`src/rtl/button_conditioner.sv`:
```
// Multi-channel push-button conditioner: 2-flop sync, symmetric debounce on a shared
// sample tick, and per-channel press / release / long-press / auto-repeat pulses.

module button_conditioner_lane #(
    parameter int PULSE_CNT_MAX  = 200,
    parameter int LONG_CNT_MAX   = 2000,
    parameter int REPEAT_CNT_MAX = 200
) (
    input  logic clk,
    input  logic rst_n,
    input  logic tick,
    input  logic raw,
    input  logic repeat_en,
    output logic level,
    output logic press,
    output logic release_pulse,
    output logic long_press
);
    localparam int DBW      = $clog2(PULSE_CNT_MAX + 1);
    localparam int HOLD_MAX = (LONG_CNT_MAX > REPEAT_CNT_MAX) ? LONG_CNT_MAX : REPEAT_CNT_MAX;
    localparam int HW       = $clog2(HOLD_MAX + 1);

    typedef enum logic [1:0] {RELEASED, PRESSED, HELD} state_e;

    state_e           state_q, state_d;
    logic             sync1_q, sync1_d, sync2_q, sync2_d;
    logic             level_q, level_d;
    logic             press_q, press_d, rel_q, rel_d, long_q, long_d;
    logic [DBW-1:0]   db_cnt_q, db_cnt_d, db_inc;
    logic [HW-1:0]    hold_cnt_q, hold_cnt_d, hold_inc;
    logic             toggle;

    always_comb begin
        sync1_d    = raw;
        sync2_d    = sync1_q;
        level_d    = level_q;
        db_cnt_d   = db_cnt_q;
        hold_cnt_d = hold_cnt_q;
        state_d    = state_q;
        press_d    = 1'b0;
        rel_d      = 1'b0;
        long_d     = 1'b0;
        toggle     = 1'b0;
        db_inc     = db_cnt_q + 1'b1;
        hold_inc   = hold_cnt_q + 1'b1;

        if (tick) begin
            if (sync2_q == level_q) begin
                db_cnt_d = '0;
            end else if (db_inc == DBW'(PULSE_CNT_MAX)) begin
                db_cnt_d = '0;
                level_d  = ~level_q;
                toggle   = 1'b1;
            end else begin
                db_cnt_d = db_inc;
            end

            // A level change on this tick takes priority over any hold-timer pulse.
            case (state_q)
                RELEASED: begin
                    if (toggle) begin
                        state_d    = PRESSED;
                        hold_cnt_d = '0;
                        press_d    = 1'b1;
                    end
                end
                PRESSED: begin
                    if (toggle) begin
                        state_d    = RELEASED;
                        hold_cnt_d = '0;
                        rel_d      = 1'b1;
                    end else if (hold_inc == HW'(LONG_CNT_MAX)) begin
                        state_d    = HELD;
                        hold_cnt_d = '0;
                        long_d     = 1'b1;
                    end else begin
                        hold_cnt_d = hold_inc;
                    end
                end
                HELD: begin
                    if (toggle) begin
                        state_d    = RELEASED;
                        hold_cnt_d = '0;
                        rel_d      = 1'b1;
                    end else if (!repeat_en) begin
                        hold_cnt_d = '0;
                    end else if (hold_inc == HW'(REPEAT_CNT_MAX)) begin
                        hold_cnt_d = '0;
                        press_d    = 1'b1;
                    end else begin
                        hold_cnt_d = hold_inc;
                    end
                end
                default: begin
                    state_d    = RELEASED;
                    hold_cnt_d = '0;
                end
            endcase
        end
    end

    always_ff @(posedge clk or negedge rst_n) begin
        if (!rst_n) begin
            state_q    <= RELEASED;
            sync1_q    <= 1'b0;
            sync2_q    <= 1'b0;
            level_q    <= 1'b0;
            db_cnt_q   <= '0;
            hold_cnt_q <= '0;
            press_q    <= 1'b0;
            rel_q      <= 1'b0;
            long_q     <= 1'b0;
        end else begin
            state_q    <= state_d;
            sync1_q    <= sync1_d;
            sync2_q    <= sync2_d;
            level_q    <= level_d;
            db_cnt_q   <= db_cnt_d;
            hold_cnt_q <= hold_cnt_d;
            press_q    <= press_d;
            rel_q      <= rel_d;
            long_q     <= long_d;
        end
    end

    assign level         = level_q;
    assign press         = press_q;
    assign release_pulse = rel_q;
    assign long_press    = long_q;
endmodule

module button_conditioner #(
    parameter int WIDTH          = 4,
    parameter int SAMPLE_CNT_MAX = 35714,
    parameter int PULSE_CNT_MAX  = 200,
    parameter int LONG_CNT_MAX   = 2000,
    parameter int REPEAT_CNT_MAX = 200,
    parameter int ACTIVE_LOW     = 0
) (
    input  logic             clk,
    input  logic             rst_n,
    input  logic [WIDTH-1:0] in,
    input  logic [WIDTH-1:0] repeat_en,
    output logic [WIDTH-1:0] level,
    output logic [WIDTH-1:0] press,
    output logic [WIDTH-1:0] release_pulse,
    output logic [WIDTH-1:0] long_press
);
    localparam int SW = $clog2(SAMPLE_CNT_MAX);

    logic [SW-1:0]    smp_cnt_q, smp_cnt_d;
    logic             tick;
    logic [WIDTH-1:0] in_pc;

    assign in_pc = (ACTIVE_LOW != 0) ? ~in : in;

    always_comb begin
        tick      = (smp_cnt_q == SW'(SAMPLE_CNT_MAX - 1));
        smp_cnt_d = tick ? '0 : smp_cnt_q + 1'b1;
    end

    always_ff @(posedge clk or negedge rst_n) begin
        if (!rst_n) smp_cnt_q <= '0;
        else        smp_cnt_q <= smp_cnt_d;
    end

    for (genvar i = 0; i < WIDTH; i++) begin : g_lane
        button_conditioner_lane #(
            .PULSE_CNT_MAX (PULSE_CNT_MAX),
            .LONG_CNT_MAX  (LONG_CNT_MAX),
            .REPEAT_CNT_MAX(REPEAT_CNT_MAX)
        ) u_lane (
            .clk          (clk),
            .rst_n        (rst_n),
            .tick         (tick),
            .raw          (in_pc[i]),
            .repeat_en    (repeat_en[i]),
            .level        (level[i]),
            .press        (press[i]),
            .release_pulse(release_pulse[i]),
            .long_press   (long_press[i])
        );
    end
endmodule

```
`config.mk`:
```
export PLATFORM = sky130hd
export DESIGN_NAME = button_conditioner
export DESIGN_NICKNAME = d
export VERILOG_FILES = /design/src/rtl/button_conditioner.sv
export SDC_FILE = /design/constraint.sdc
export NUM_CORES = 1
export LEC_CHECK = 0
export ABC_AREA = 1
export CORE_MARGIN = 4
export CORE_UTILIZATION = 40
export CTS_BUF_LIST = sky130_fd_sc_hd__clkbuf_4 sky130_fd_sc_hd__clkbuf_8
export DETAILED_ROUTE_END_ITERATION = 8
export PLACE_DENSITY_LB_ADDON = 0.1
export SLEW_MARGIN = 30
export SYNTH_ARGS = -nofsm -noshare
export SYNTH_HDL_FRONTEND = slang
export SYNTH_HIERARCHICAL = 1
export SYNTH_SLANG_ARGS = --single-unit
```
`constraint.sdc`:
```
create_clock -name clk -period 4.3 [get_ports clk]
set_input_delay 0.645 -clock clk [delete_from_list [all_inputs] [get_ports clk]]
set_output_delay 0.645 -clock clk [all_outputs]
set_load 0.005 [all_outputs]
```
# Word-level counts from Yosys, hierarchy flattened
# Index checks and enable logic that the tools add are counted.
dict set report totals {
  reg_bits 124
  input_bits 10
  output_inout_bits 16
  word_cells 228
}
dict set report classes {
  add_sub_neg 9
  eq_ne 37
  n_mux 117
  bitwise 8
  n_reduce_logical 20
}
# cell count
set ops {}
lappend ops {{2-to-1 mux 11 bit} 24}
lappend ops {{one-hot mux 11 bit (3 select lines)} 4}
lappend ops {{2-to-1 mux 8 bit} 8}
lappend ops {{2-to-1 mux 1 bit} 56}
lappend ops {{adder 11 x 1 -> 11 bit (second input constant)} 4}
lappend ops {{equality test 11 bit (second input constant)} 4}
lappend ops {{equality test 11 x 8 -> 1 bit (second input constant)} 4}
lappend ops {{adder 8 x 1 -> 8 bit (second input constant)} 4}
lappend ops {{equality test 8 bit (second input constant)} 4}
lappend ops {{2-to-1 mux 2 bit} 16}
lappend ops {{one-hot mux 2 bit (3 select lines)} 4}
lappend ops {{adder 16 x 1 -> 16 bit (second input constant)} 1}
lappend ops {{equality test 16 bit (second input constant)} 1}
lappend ops {{2-to-1 mux 16 bit} 1}
lappend ops {{!= test 2 x 1 -> 1 bit (second input constant)} 8}
lappend ops {{AND reduction 4 bit} 4}
lappend ops {{!= test 3 x 1 -> 1 bit (second input constant)} 4}
lappend ops {{AND reduction 3 bit} 4}
lappend ops {{equality test 2 x 1 -> 1 bit (second input constant)} 4}
lappend ops {{equality test 2 bit (second input constant)} 4}
lappend ops {{zero test 2 bit} 4}
lappend ops {{inverter 1 bit} 8}
lappend ops {{one-hot mux 1 bit (2 select lines)} 4}
lappend ops {{AND reduction 2 bit} 4}
lappend ops {{2 further kinds} 8}

# Depth between registers and ports, before layout
# Gate-level depths: netlist (run 1).
dict set report logic_depth {
  word_depth 8
  ltp_mapped 14
  depth_no_buf 14
}

# Hierarchy
# The synthesis (run 1) kept the hierarchy.
# mod instances cells_per_inst area_each_um2 seq_area_each_um2
set modules_own_cells {}
lappend modules_own_cells {{button_conditioner_lane (g_lane[1].u_lane ...)} 2 229 1702.9 675.6}
lappend modules_own_cells {{button_conditioner_lane (g_lane[0].u_lane)} 1 241 1811.7 675.6}
lappend modules_own_cells {{button_conditioner_lane (g_lane[3].u_lane)} 1 243 1716.6 675.6}
lappend modules_own_cells {button_conditioner 1 130 958.4 400.4}

# Least setup slack after synthesis (run 1)
# Ideal clock, no wire load.
dict set report synth_path {
  path_kind {reg2reg}
  startpoint {register smp_cnt_q[1]}
  endpoint {register g_lane[1].u_lane.hold_cnt_q[2]}
  setup_time_ns 0.116
  arrival_time_ns 2.287
  required_ns 4.184
  setup_slack_ns 1.897
  path_stages_with_launch 15
  n_path_buf 1
  period_less_slack_ns 2.403
  cell_sequence {dfrtp_1 inv_1 ha_1 nand2_1 nor3_1 nand2_1 inv_1 inv_1 nor2_2 nand3_4 nand2_4 inv_2 buf_6 nand2_1 nand2_1}
}
dict set report synth_between {
  elab_chain_len 2
}
# element line
set synth_lines {}
lappend synth_lines {{start, declared} 151} ;# logic [SW-1:0] smp_cnt_q, smp_cnt_d;
lappend synth_lines {{start signal, assigned} 164} ;# else smp_cnt_q <= smp_cnt_d;
lappend synth_lines {{equality test 16 bit} 158} ;# tick = (smp_cnt_q == SW'(SAMPLE_CNT_MAX - 1));
lappend synth_lines {{net tick} 152} ;# logic tick;
lappend synth_lines {{AND reduction 2 bit (no line)} --}
lappend synth_lines {{end signal, assigned} 119} ;# hold_cnt_q <= hold_cnt_d;
lappend synth_lines {{end, declared} 30} ;# logic [HW-1:0] hold_cnt_q, hold_cnt_d, hold_inc;
# The timed path passes the listed nets, and every way through them passes these cells.
# A chain may end at the register's enable or synchronous reset.

# Final worst setup path (run 1)
dict set report layout_path {
  startpoint {register smp_cnt_q[1]}
  endpoint {register g_lane[1].u_lane.hold_cnt_q[0]}
}
# The elaborated chain is that of the path after synthesis.

==> flow_summary.yaml, run 1 <==
critical_path:
  worst_reg2reg_path_startpoint: "smp_cnt_q[1]$_DFF_PN0_"
  worst_path_max_delay_cell: "sky130_fd_sc_hd__nor2_2"
  cp_cell_sequence: "inv_1 -> ha_1 -> nand2_1 -> nor3_1 -> nand2_1 -> inv_1 -> inv_1 -> nor2_2 -> nand3_4 -> nand2_4 -> nand2_4 -> nor2_1 -> nand2_1 -> nand2_1"
  r2r_cells: 14
  timing.critical_path.buf_inv: 3
  critPathTopFamily: "simple AND/OR/NAND/NOR gates"
  end_kind: "register"
  worst_path_most_repeated_cell: "sky130_fd_sc_hd__nand2_1"
  path_class: "reg -> reg"
  critical_path_arrival_ns: 3.21
  critical_path_start_type: "register"
  critPathMaxStageDelay_ns: 0.45
  timing.critical_path.required_ns: 4.67
  cp_max_fo: 18
  timing.critical_path.depth: 14
  crit_path_start: "smp_cnt_q[1]$_DFF_PN0_"
route:
  final_routed_wire_length_divided_by_cell_count_um: 11.4
  drt_pass1_iterations: 4
  dr_vias: 6525
  post_drt_via_cell_ratio: 4.70
  drt-total-wl_um: 15800
  final_antenna_net_count: 0
  number_of_drc_violations_after_detailed_routing_iteration_0: 270
  drcViolationCount: 0
clock_tree:
  cts_made_buffers: 17
  clock_pin_slew_on_the_worst_setup_and_hold_paths_ns: 0.07
  cts_root_buffer: "sky130_fd_sc_hd__clkbuf_8"
  post_cts_resize_count: 0
  worstSkewPairLatency_ns: 0.43
  cts_post_setup_buffers_inserted: 0
  cts_tree: "built"
  cts-htree-levels: 4
  clockBufferDepth: 2
  cts_hold_repair.buffers: 0
  clock_sink_count: 124
yosys:
  yosysSeqAreaShare_pct: 39.3
  cell_accounting_for_the_most_synthesized_area: "sky130_fd_sc_hd__dfrtp_1"
  ys.flop_type: "sky130_fd_sc_hd__dfrtp_1"
  post_synth_main_area_contributors: "sky130_fd_sc_hd__dfrtp_1 (39%), sky130_fd_sc_hd__nand2_1 (18%), sky130_fd_sc_hd__inv_1 (5.8%)"
  post_synth_num_cell_types: 40
  synth_enable_flop_cells: 0
  postSynthCellCount: 1072
  synth.avg_cell_area_um2: 7.36
  post_synth_instance_area_mm2: 0.00789
  synth_seq_cells: 124
  synth.top_cell.area_share_pct: 39.3
  number_of_warnings_issued_by_yosys: 6
  synth_async_sr_flop_share_pct: 100
  synth_nets: 1104
layout:
  most-common-layout-cells: "sky130_fd_sc_hd__nand2_1 (371), sky130_fd_sc_hd__dfrtp_1 (124), sky130_fd_sc_hd__inv_1 (123)"
  syn_to_final_growth_pct: 13.1
  drive_gt1_share_pct: 13.0
  layout.cells.most_common: "sky130_fd_sc_hd__nand2_1"
  num-nets-final: 1143
  layout.filler_cells: 2021
  diodes: 0
  multiInputGateArea_mm2: 0.00421
  sequential_cell_area_mm2: 0.00310
  utilization_pct: 45.9
job:
  drv_cap: 0
sta:
  final.hold.worst_slack_ns: 0.232
  final_max_tran_viols: 0
  skew_ns: 0.00842
  slew_headroom_pct: 42.6
  timing.setup.tns_ns: 0
  hold_violations: 0
  period_share_pct: 66.2
  report.final.setup_viol: 0
  final.min_clock_period_ns: 2.85
  timing_worst_slew_pin_value_ns: 0.861
  fmaxAchievable_mhz: 351
  grt_setup_unrepaired: "no"
grt:
  grt_pass1_vias: 6246
  grt_start_max_net_pins: 102
  grt.overflow.total: 0
  grt_antenna_before_repair: 0
  grt_util_all_layers_pct: 15.6
  grt_first_pass_wirelength_um: 28500
outcome:
  status: "finished, final reports clean"
pwr:
  power.switching_fraction_pct: 20.0
  seq_power_share_pct: 47.7
  share_of_total_power_in_combinational_logic_pct: 1.5
  vdd_ir_drop_max_mv: 0.227
  cellLeakagePower_nw: 4.60
  p_int_mw: 1.96
  net-switching-power_mw: 0.492
  clock_power_share_pct: 50.9
  cellPowerDensity_mw_per_mm2: 275
floorplan:
  die_h_um: 148
  chipWidth_um: 148
  num_rows: 51
  core-area_mm2: 0.0195
  fp.dieArea_mm2: 0.0220
  start_util_pct: 40.6
  design.portCount: 26
placed_design:
  detailedPlacementHpwl_um: 11500
  gp_congestion: 0.870
  place.port_buffers: 25
hold_path:
  min_path_type: "in -> async"
-- power by group through the flow --
stage	combinational [mW]	sequential, mW	clock (mW)
after global placement	0.0388	1.19	0
after global routing	0.0433	1.17	1.35
final	0.0362	1.17	1.25
after detailed placement	0.0392	1.19	0
after floorplan	0.00447	1.19	0
after CTS	0.0393	1.17	1.30
-- per-layer routing --
layer / track usage [%] / up-vias / wire, um
met4: 4.30 / 0 / 82
met5: 0 / - / 0
met3: 3.08 / 7 / 425
li1: - / 3476 / -
met1: 21.7 / 2984 / 8080
met2: 24.8 / 58 / 7240
-- path summary, 6_finish.rpt --
kind	slack [ns]	end
worst max-delay path	1.45	g_lane[1].u_lane/hold_cnt_q[0]$_DFFE_PN0P_
worst min-delay path	0.23	g_lane[1].u_lane/hold_cnt_q[5]$_DFFE_PN0P_
worst max register to register	1.45	g_lane[1].u_lane/hold_cnt_q[0]$_DFFE_PN0P_
worst min register to register	0.35	g_lane[3].u_lane/sync2_q$_DFF_PN0_
max in group asynchronous	3.18	g_lane[0].u_lane/hold_cnt_q[6]$_DFFE_PN0P_
min in group clk	0.35	g_lane[3].u_lane/sync2_q$_DFF_PN0_
-- state kept, by name, summed over array words and instances (netlist names) --
| signal | cells |
|---|---|
| g_lane.u_lane/level | 4 |
| g_lane.u_lane/sync1_q | 4 |
| g_lane.u_lane/press | 4 |
| g_lane.u_lane/long_press | 4 |
| g_lane.u_lane/db_cnt_q | 32 |
| smp_cnt_q | 16 |
| g_lane.u_lane/hold_cnt_q | 44 |
| g_lane.u_lane/release_pulse | 4 |
| g_lane.u_lane/state_q | 8 |
| g_lane.u_lane/sync2_q | 4 |
-- final cells by class --
type / instances / area share (%)
timing repair buffer: 27 / 3.01
inverter: 136 / 5.73
clock inverter: 9 / 2.02
multi-input combinational: 805 / 47.2
tap: 265 / 3.71
clock buffer: 23 / 3.55
sequential: 124 / 34.8
-- logic make-up after synthesis --
logic type / count (synthesis) / synth area share (%)
AOI/OAI and AO/OA: 54 / 4.58
buffers and inverters: 143 / 7.29
xor gates and xnor gates: 22 / 2.44
DFF: 124 / 39.3
and+or+nand+nor: 707 / 42.9
adders and majority gates: 22 / 3.49
-- cell usage after synthesis (2+ instances only) --
cell and count:
sky130_fd_sc_hd__nor2_4 10, sky130_fd_sc_hd__o21ai_1 8, sky130_fd_sc_hd__nand3b_1 9, sky130_fd_sc_hd__o31ai_1 3, sky130_fd_sc_hd__o21ai_2 6, sky130_fd_sc_hd__nand2_1 371, sky130_fd_sc_hd__inv_1 123, sky130_fd_sc_hd__nand3_1 73
sky130_fd_sc_hd__o21ai_4 2, sky130_fd_sc_hd__o21ai_0 21, sky130_fd_sc_hd__and3_1 2, sky130_fd_sc_hd__a22o_1 4, sky130_fd_sc_hd__o21bai_1 3, sky130_fd_sc_hd__nor2_1 110, sky130_fd_sc_hd__nand4_1 35, sky130_fd_sc_hd__buf_4 2
sky130_fd_sc_hd__nand2_2 22, sky130_fd_sc_hd__nor3_1 14, sky130_fd_sc_hd__nand3_4 5, sky130_fd_sc_hd__dfrtp_1 124, sky130_fd_sc_hd__nand3_2 17, sky130_fd_sc_hd__or2_2 7, sky130_fd_sc_hd__inv_2 11, sky130_fd_sc_hd__a21oi_1 3
sky130_fd_sc_hd__xnor2_1 8, sky130_fd_sc_hd__buf_6 4, sky130_fd_sc_hd__o32ai_1 2, sky130_fd_sc_hd__xor2_1 14, sky130_fd_sc_hd__nor2_2 16, sky130_fd_sc_hd__or2_0 2, sky130_fd_sc_hd__nand2_4 10, sky130_fd_sc_hd__ha_1 22
sky130_fd_sc_hd__nor2_8 2
-- worst register-to-register path, delay by kind of cell, from the launching register on --
| family | cells | cell delay, ns |
|---|---|---|
| and+or+nand+nor | 10 | 1.38 |
| DFF | 1 | 0.40 |
| adders and majority gates | 1 | 0.19 |
| buffers and inverters | 3 | 0.81 |
-- through the flow --
stage	power (mW)	cells	instance area [um2]	worst slack, ns
finish	2.46	1389	8930	1.45
global placement	1.23	1357	8430	1.43
detailed placement	1.23	1357	8430	1.44
CTS	2.51	1389	8920	1.41
floorplan	1.20	1072	7890	1.90
global route	2.57	1389	8930	1.10
Note: power is estimated with default switching activity, not from simulation.
==> run 2, diff against run 1 <==
Clock period 4.3 ns to 2.95 ns, I/O delays scaled along.
==> run 2 against run 1 <==
First-iteration DRC count is 8.9% lower; count of clock-buffer cells in the layout is 5 lower; core utilization down 0.10 points; hold slack better by 0.12 ns; register-to-register slack got worse by 0.92 ns; maximum frequency grew 18%; routed wire length rose by 2.7%; sequential share of layout area increased by 0.078 points; critical path depth did not move; non-clock buffer count grew 6; largest cell class unchanged.
==> flow_summary.yaml, run 2 (synthesis gave the netlist of run 1 again) <==
critical_path:
  path_class: "reg -> reg"
  cp_max_fo: 8
  critical_path.reg2reg.endpoint: "g_lane[0].u_lane/hold_cnt_q[4]$_DFFE_PN0P_"
  r2r_cells: 14
  critPathMaxStageDelay_ns: 0.40
  timing.critical_path.required_ns: 3.33
  worst_path_max_delay_cell: "sky130_fd_sc_hd__dfrtp_1"
  critical_path_start_type: "register"
  end_kind: "register"
  critical_path_arrival_ns: 2.80
  worst_reg2reg_path_startpoint: "smp_cnt_q[1]$_DFF_PN0_"
  reg2reg_setup_slack_ns: 0.53
  cp_cell_sequence: "inv_1 -> ha_1 -> nand2_1 -> nor3_1 -> nand2_1 -> inv_1 -> inv_1 -> nor2_2 -> nand3_4 -> nand2_4 -> nand2_4 -> clkinv_2 -> nand3_1 -> nand2_1"
sta:
  fmaxAchievable_mhz: 414
  skew_ns: 0.0146
  hold_violations: 0
  timing_worst_slew_pin_value_ns: 0.572
  timing.setup.tns_ns: 0
  slew_headroom_pct: 61.9
  grt_setup_unrepaired: "no"
  setup_ws_ns: 0.532
  report.final.setup_viol: 0
  final.min_clock_period_ns: 2.42
  period_share_pct: 82.0
  final_max_tran_viols: 0
grt:
  grt_antenna_before_repair: 0
  grt.overflow.total: 0
  grt_start_max_net_pins: 60
  grt_util_all_layers_pct: 15.9
  grt_first_pass_wirelength_um: 29100
  grt_pass1_vias: 6322
floorplan:
  core-area_mm2: 0.0195
  num_rows: 51
  die_h_um: 148
  chipWidth_um: 148
  design.portCount: 26
  start_util_pct: 40.6
  fp.dieArea_mm2: 0.0220
job:
  drv_cap: 0
route:
  met2WireLength_um: 7110
  wl_met3_um: 451
  drt-total-wl_um: 16200
  drcViolationCount: 0
  drt-met1-wl_um: 8510
  final_antenna_net_count: 0
  dr_vias: 6492
  number_of_drc_violations_after_detailed_routing_iteration_0: 246
  drt_pass1_iterations: 5
  post_drt_via_cell_ratio: 4.65
  top_layer: "met4"
  final_routed_wire_length_divided_by_cell_count_um: 11.6
clock_tree:
  post_cts_resize_count: 0
  cts_tree: "built"
  worstSkewPairLatency_ns: 0.45
  clock_pin_slew_on_the_worst_setup_and_hold_paths_ns: 0.07
  cts_root_buffer: "sky130_fd_sc_hd__clkbuf_8"
  clock_sink_count: 124
  cts_made_buffers: 17
  cts-htree-levels: 4
  clockBufferDepth: 2
hold_path:
  worst_hold_depth: 0
  worstHoldStart: "g_lane[1].u_lane/sync1_q$_DFF_PN0_"
  timing.hold.worst_endpoint: "g_lane[1].u_lane/sync2_q$_DFF_PN0_"
  min_path_type: "reg -> reg"
pwr:
  vdd_ir_drop_max_mv: 0.253
  cellPowerDensity_mw_per_mm2: 376
  cellLeakagePower_nw: 4.58
layout:
  max_flop_register: "g_lane.u_lane/hold_cnt_q"
  diodes: 0
  largest_register_ff_count: 44
  largest_registers: "g_lane.u_lane/hold_cnt_q (44), g_lane.u_lane/db_cnt_q (32), smp_cnt_q (16)"
  layout.cells.most_common: "sky130_fd_sc_hd__nand2_1"
  num-nets-final: 1149
  drive_gt1_share_pct: 13.4
  syn_to_final_growth_pct: 12.8
  most-common-layout-cells: "sky130_fd_sc_hd__nand2_1 (371), sky130_fd_sc_hd__dfrtp_1 (124), sky130_fd_sc_hd__inv_1 (123)"
  layout.filler_cells: 2000
outcome:
  status: "finished, final reports clean"
placed_design:
  gp_congestion: 0.841
  place_ws_ns: 0.470
  place.port_buffers: 25
  detailedPlacementHpwl_um: 11900
==> run 2: through the flow <==
step	instance area [um2]	utilization, %	total power [mW]	cells	hold WS (ns)
6_report	8910	45.8	3.35	1395	0.350
5_1_grt	8910	45.8	3.49	1395	0.357
4_1_cts	8910	45.8	3.41	1395	0.353
3_5_place_dp	8480	43.6	1.80	1362	0.335
3_3_place_gp	8480	43.6	1.80	1362	0.334
2_1_floorplan	7890	-	1.75	1072	0.147
==> run 2: report_power, final <==
part	switching (mW)	internal (mW)	leakage, nW
sequential	0.00161	1.70	1.47
combinational	0.0411	0.0174	2.92
clock	0.729	0.856	0.193
total	0.771	2.58	4.58
==> run 2: layout make-up <==
type                            count  area [um2]  area share (%)
Inverter                          136         512            5.75
Tap cell                          265         332            3.72
Timing Repair Buffer               33         327            3.67
Multi-Input combinational cell    805        4210            47.3
Clock inverter                     14         171            1.92
Sequential cell                   124        3100            34.8
Clock buffer                       18         248            2.78
==> run 2: worst max-delay path by stage <==
stage                                                        endpoint                    from  cells after the start  slack, ns
after global placement     g_lane[0].u_lane/hold_cnt_q[4]$_DFFE_PN0P_  smp_cnt_q[1]$_DFF_PN0_                     14       0.60
after floorplan            g_lane[1].u_lane/hold_cnt_q[2]$_DFFE_PN0P_  smp_cnt_q[1]$_DFF_PN0_                     14       0.55
after global routing       g_lane[0].u_lane/hold_cnt_q[0]$_DFFE_PN0P_  smp_cnt_q[1]$_DFF_PN0_                     14       0.23
after CTS                 g_lane[0].u_lane/hold_cnt_q[10]$_DFFE_PN0P_  smp_cnt_q[1]$_DFF_PN0_                     14       0.47
after detailed placement   g_lane[0].u_lane/hold_cnt_q[4]$_DFFE_PN0P_  smp_cnt_q[1]$_DFF_PN0_                     14       0.47
final                      g_lane[0].u_lane/hold_cnt_q[4]$_DFFE_PN0P_  smp_cnt_q[1]$_DFF_PN0_                     14       0.53
==> run 2: what timing repair did <==
item                      in CTS  in global routing
hold endpoints to repair      57                  0
hold buffers                   1                  0
buffers inserted               0                  0
==> run 2: critical path, delay by kind of cell (launching register included) <==
kind          cells  cell delay [ns]
buf+inv           4             0.63
simple gates      9             1.15
fa+ha+maj         1             0.19
flops             1             0.40
==> run 2: layer usage <==
metal	vias to the layer above	track usage, %
li1	3500	-
met3	12	3.50
met2	58	24.1
met1	2922	22.8
met5	-	0
met4	0	4.43
==> run 3, diff against run 2 <==
Clock period 2.95 ns to 2 ns, I/O delays scaled along.
==> run 3 against run 2 <==
Core utilization grew 4.7 points; sequential power grew 47%; sequential cell count did not move; hold slack got worse by 0.055 ns; cell count up 4.3%; maximum frequency increased by 22%; routed wire length rose by 8.1%; count of clock-buffer cells in the layout unchanged; combinational power grew 56%; critical path type unchanged; largest power group unchanged.
==> flow_summary.yaml, run 3 (synthesis gave the netlist of run 1 again) <==
route:
  dr_vias: 6774
  final_routed_wire_length_divided_by_cell_count_um: 12.1
  post_drt_via_cell_ratio: 4.66
  number_of_drc_violations_after_detailed_routing_iteration_0: 251
  drcViolationCount: 0
  final_antenna_net_count: 0
  drt-total-wl_um: 17600
  drt_pass1_iterations: 4
sta:
  hold_violations: 0
  skew_ns: 0.0122
  report.final.setup_viol: 0
  fmaxAchievable_mhz: 503
  timing_worst_slew_pin_value_ns: 0.415
  timing.setup.tns_ns: 0
  grt_setup_unrepaired: "yes"
  slew_headroom_pct: 72.3
  final_max_tran_viols: 0
  period_share_pct: 99.3
  final.min_clock_period_ns: 1.99
clock_tree:
  cts-htree-levels: 4
  clock_sink_count: 124
  clock_pin_slew_on_the_worst_setup_and_hold_paths_ns: 0.08
  worstSkewPairLatency_ns: 0.44
  cts_tree: "built"
  cts_made_buffers: 17
  cts_root_buffer: "sky130_fd_sc_hd__clkbuf_8"
  clockBufferDepth: 2
floorplan:
  die_h_um: 148
  num_rows: 51
  chipWidth_um: 148
  design.portCount: 26
  core-area_mm2: 0.0195
  start_util_pct: 40.6
  fp.dieArea_mm2: 0.0220
layout:
  max_flop_register: "g_lane.u_lane/hold_cnt_q"
  diodes: 0
  num-nets-final: 1209
  syn_to_final_growth_pct: 24.5
  largest_registers: "g_lane.u_lane/hold_cnt_q (44), g_lane.u_lane/db_cnt_q (32), smp_cnt_q (16)"
  layout.filler_cells: 1930
  final_cell_count_no_fill: 1455
  most-common-layout-cells: "sky130_fd_sc_hd__nand2_1 (360), sky130_fd_sc_hd__dfrtp_1 (122), sky130_fd_sc_hd__inv_1 (116)"
  largest_register_ff_count: 44
  drive_gt1_share_pct: 23.3
  layout.cells.most_common: "sky130_fd_sc_hd__nand2_1"
placed_design:
  gp_congestion: 0.825
  detailedPlacementHpwl_um: 12500
  place.port_buffers: 25
  dpl.cell_count: 1398
grt:
  grt.overflow.total: 0
  grt_antenna_before_repair: 0
  grt_pass1_vias: 6546
  grt_first_pass_wirelength_um: 30400
  grt_start_max_net_pins: 49
  grt_util_all_layers_pct: 16.7
critical_path:
  end_kind: "register"
  worst_path_max_delay_cell: "sky130_fd_sc_hd__dfrtp_1"
  timing.critical_path.required_ns: 2.38
  cp_cell_sequence: "inv_2 -> ha_4 -> nand2_2 -> nor3_2 -> nand2_2 -> clkinvlp_4 -> buf_12 -> inv_4 -> or2_4 -> nand2_8 -> nand2_8 -> nor2_1 -> nand2_1 -> nand2_1"
  critPathMaxStageDelay_ns: 0.40
  path_class: "reg -> reg"
  critical_path_start_type: "register"
  critical_path_arrival_ns: 2.36
  cp_max_fo: 7
pwr:
  cellPowerDensity_mw_per_mm2: 490
  cellLeakagePower_nw: 4.85
  vdd_ir_drop_max_mv: 0.324
job:
  drv_cap: 0
outcome:
  status: "finished, final reports clean"
hold_path:
  min_path_type: "in -> reg"
run 3: cell count changes in the layout (fill, tap and decap cells not counted), moves of 10 or more:
cell / delta
sky130_fd_sc_hd__buf_4: +54
sky130_fd_sc_hd__nor2_4: +17
sky130_fd_sc_hd__nand2_2: +10
sky130_fd_sc_hd__nor2_1: -24
sky130_fd_sc_hd__nand2_1: -11
run 3: layer usage:
metal	GRT usage, %	part of all wire [%]
met5	0	0
met4	3.74	0.73
met3	3.87	2.3
met2	27.0	47
met1	22.8	50
run 3: final timing paths:
check                      cells past startpoint                               start                                    endpoint  slack [ns]
max                                           14              smp_cnt_q[1]$_DFF_PN0_  g_lane[2].u_lane/hold_cnt_q[8]$_DFFE_PN0P_        0.01
min                                            1                               in[1]          g_lane[1].u_lane/sync1_q$_DFF_PN0_        0.30
max reg2reg                                   14              smp_cnt_q[1]$_DFF_PN0_  g_lane[2].u_lane/hold_cnt_q[8]$_DFFE_PN0P_        0.01
min reg2reg                                    0  g_lane[0].u_lane/sync1_q$_DFF_PN0_          g_lane[0].u_lane/sync2_q$_DFF_PN0_        0.35
max in group asynchronous                      3                               rst_n  g_lane[1].u_lane/hold_cnt_q[2]$_DFFE_PN0P_        1.11
min in group asynchronous                      2                               rst_n    g_lane[3].u_lane/db_cnt_q[7]$_DFFE_PN0P_        0.31
run 3: where the power goes:
group          total [mW]  internal, mW  switching (mW)
registers            2.52          2.51         0.00312
clock network        2.20          1.12            1.08
logic              0.0913        0.0286          0.0627
total                4.81          3.66            1.15
run 3: area by class of cell:
class                           instances  area (um2)  share of cell area, %
Multi-Input combinational cell        807        4650                   47.4
Clock inverter                         14         148                   1.50
Inverter                              136         534                   5.44
Tap cell                              265         332                   3.37
Sequential cell                       124        3110                   31.6
Timing Repair Buffer                   91         812                   8.26
Clock buffer                           18         241                   2.46
run 3: worst max-delay path: cells and delay by family (launching register included):
family                   cells  cell delay (ns)
AND/OR/NAND/NOR              9             0.98
flip-flops                   1             0.40
buffers and inverters        4             0.39
adder cells (fa/ha/maj)      1             0.13
run 3: metrics by stage:
stage                     setup slack [ns]  cell area [um2]  power, mW  hold slack, ns  util (%)
after detailed placement           -0.0109             8830       2.66           0.215      45.4
after global placement              0.0118             8830       2.66           0.213      45.4
after CTS                         -0.00671             9330       4.91           0.259      47.9
after global routing                -0.130             9830       5.04           0.255      50.5
after floorplan                    -0.0688             7950       2.58         0.00441         -
final                               0.0134             9830       4.81           0.295      50.5
run 3: repair_timing:
| action | CTS | global route |
|---|---|---|
| setup buffers | 3 | 19 |
| resized for setup | 8 | 87 |
| pin swaps | 6 | 39 |
| hold buffers | 1 | 0 |
| endpoints found under the setup margin | 11 | 70 |
| gates cloned | 1 | 1 |
| endpoints found under the hold margin | 29 | 0 |
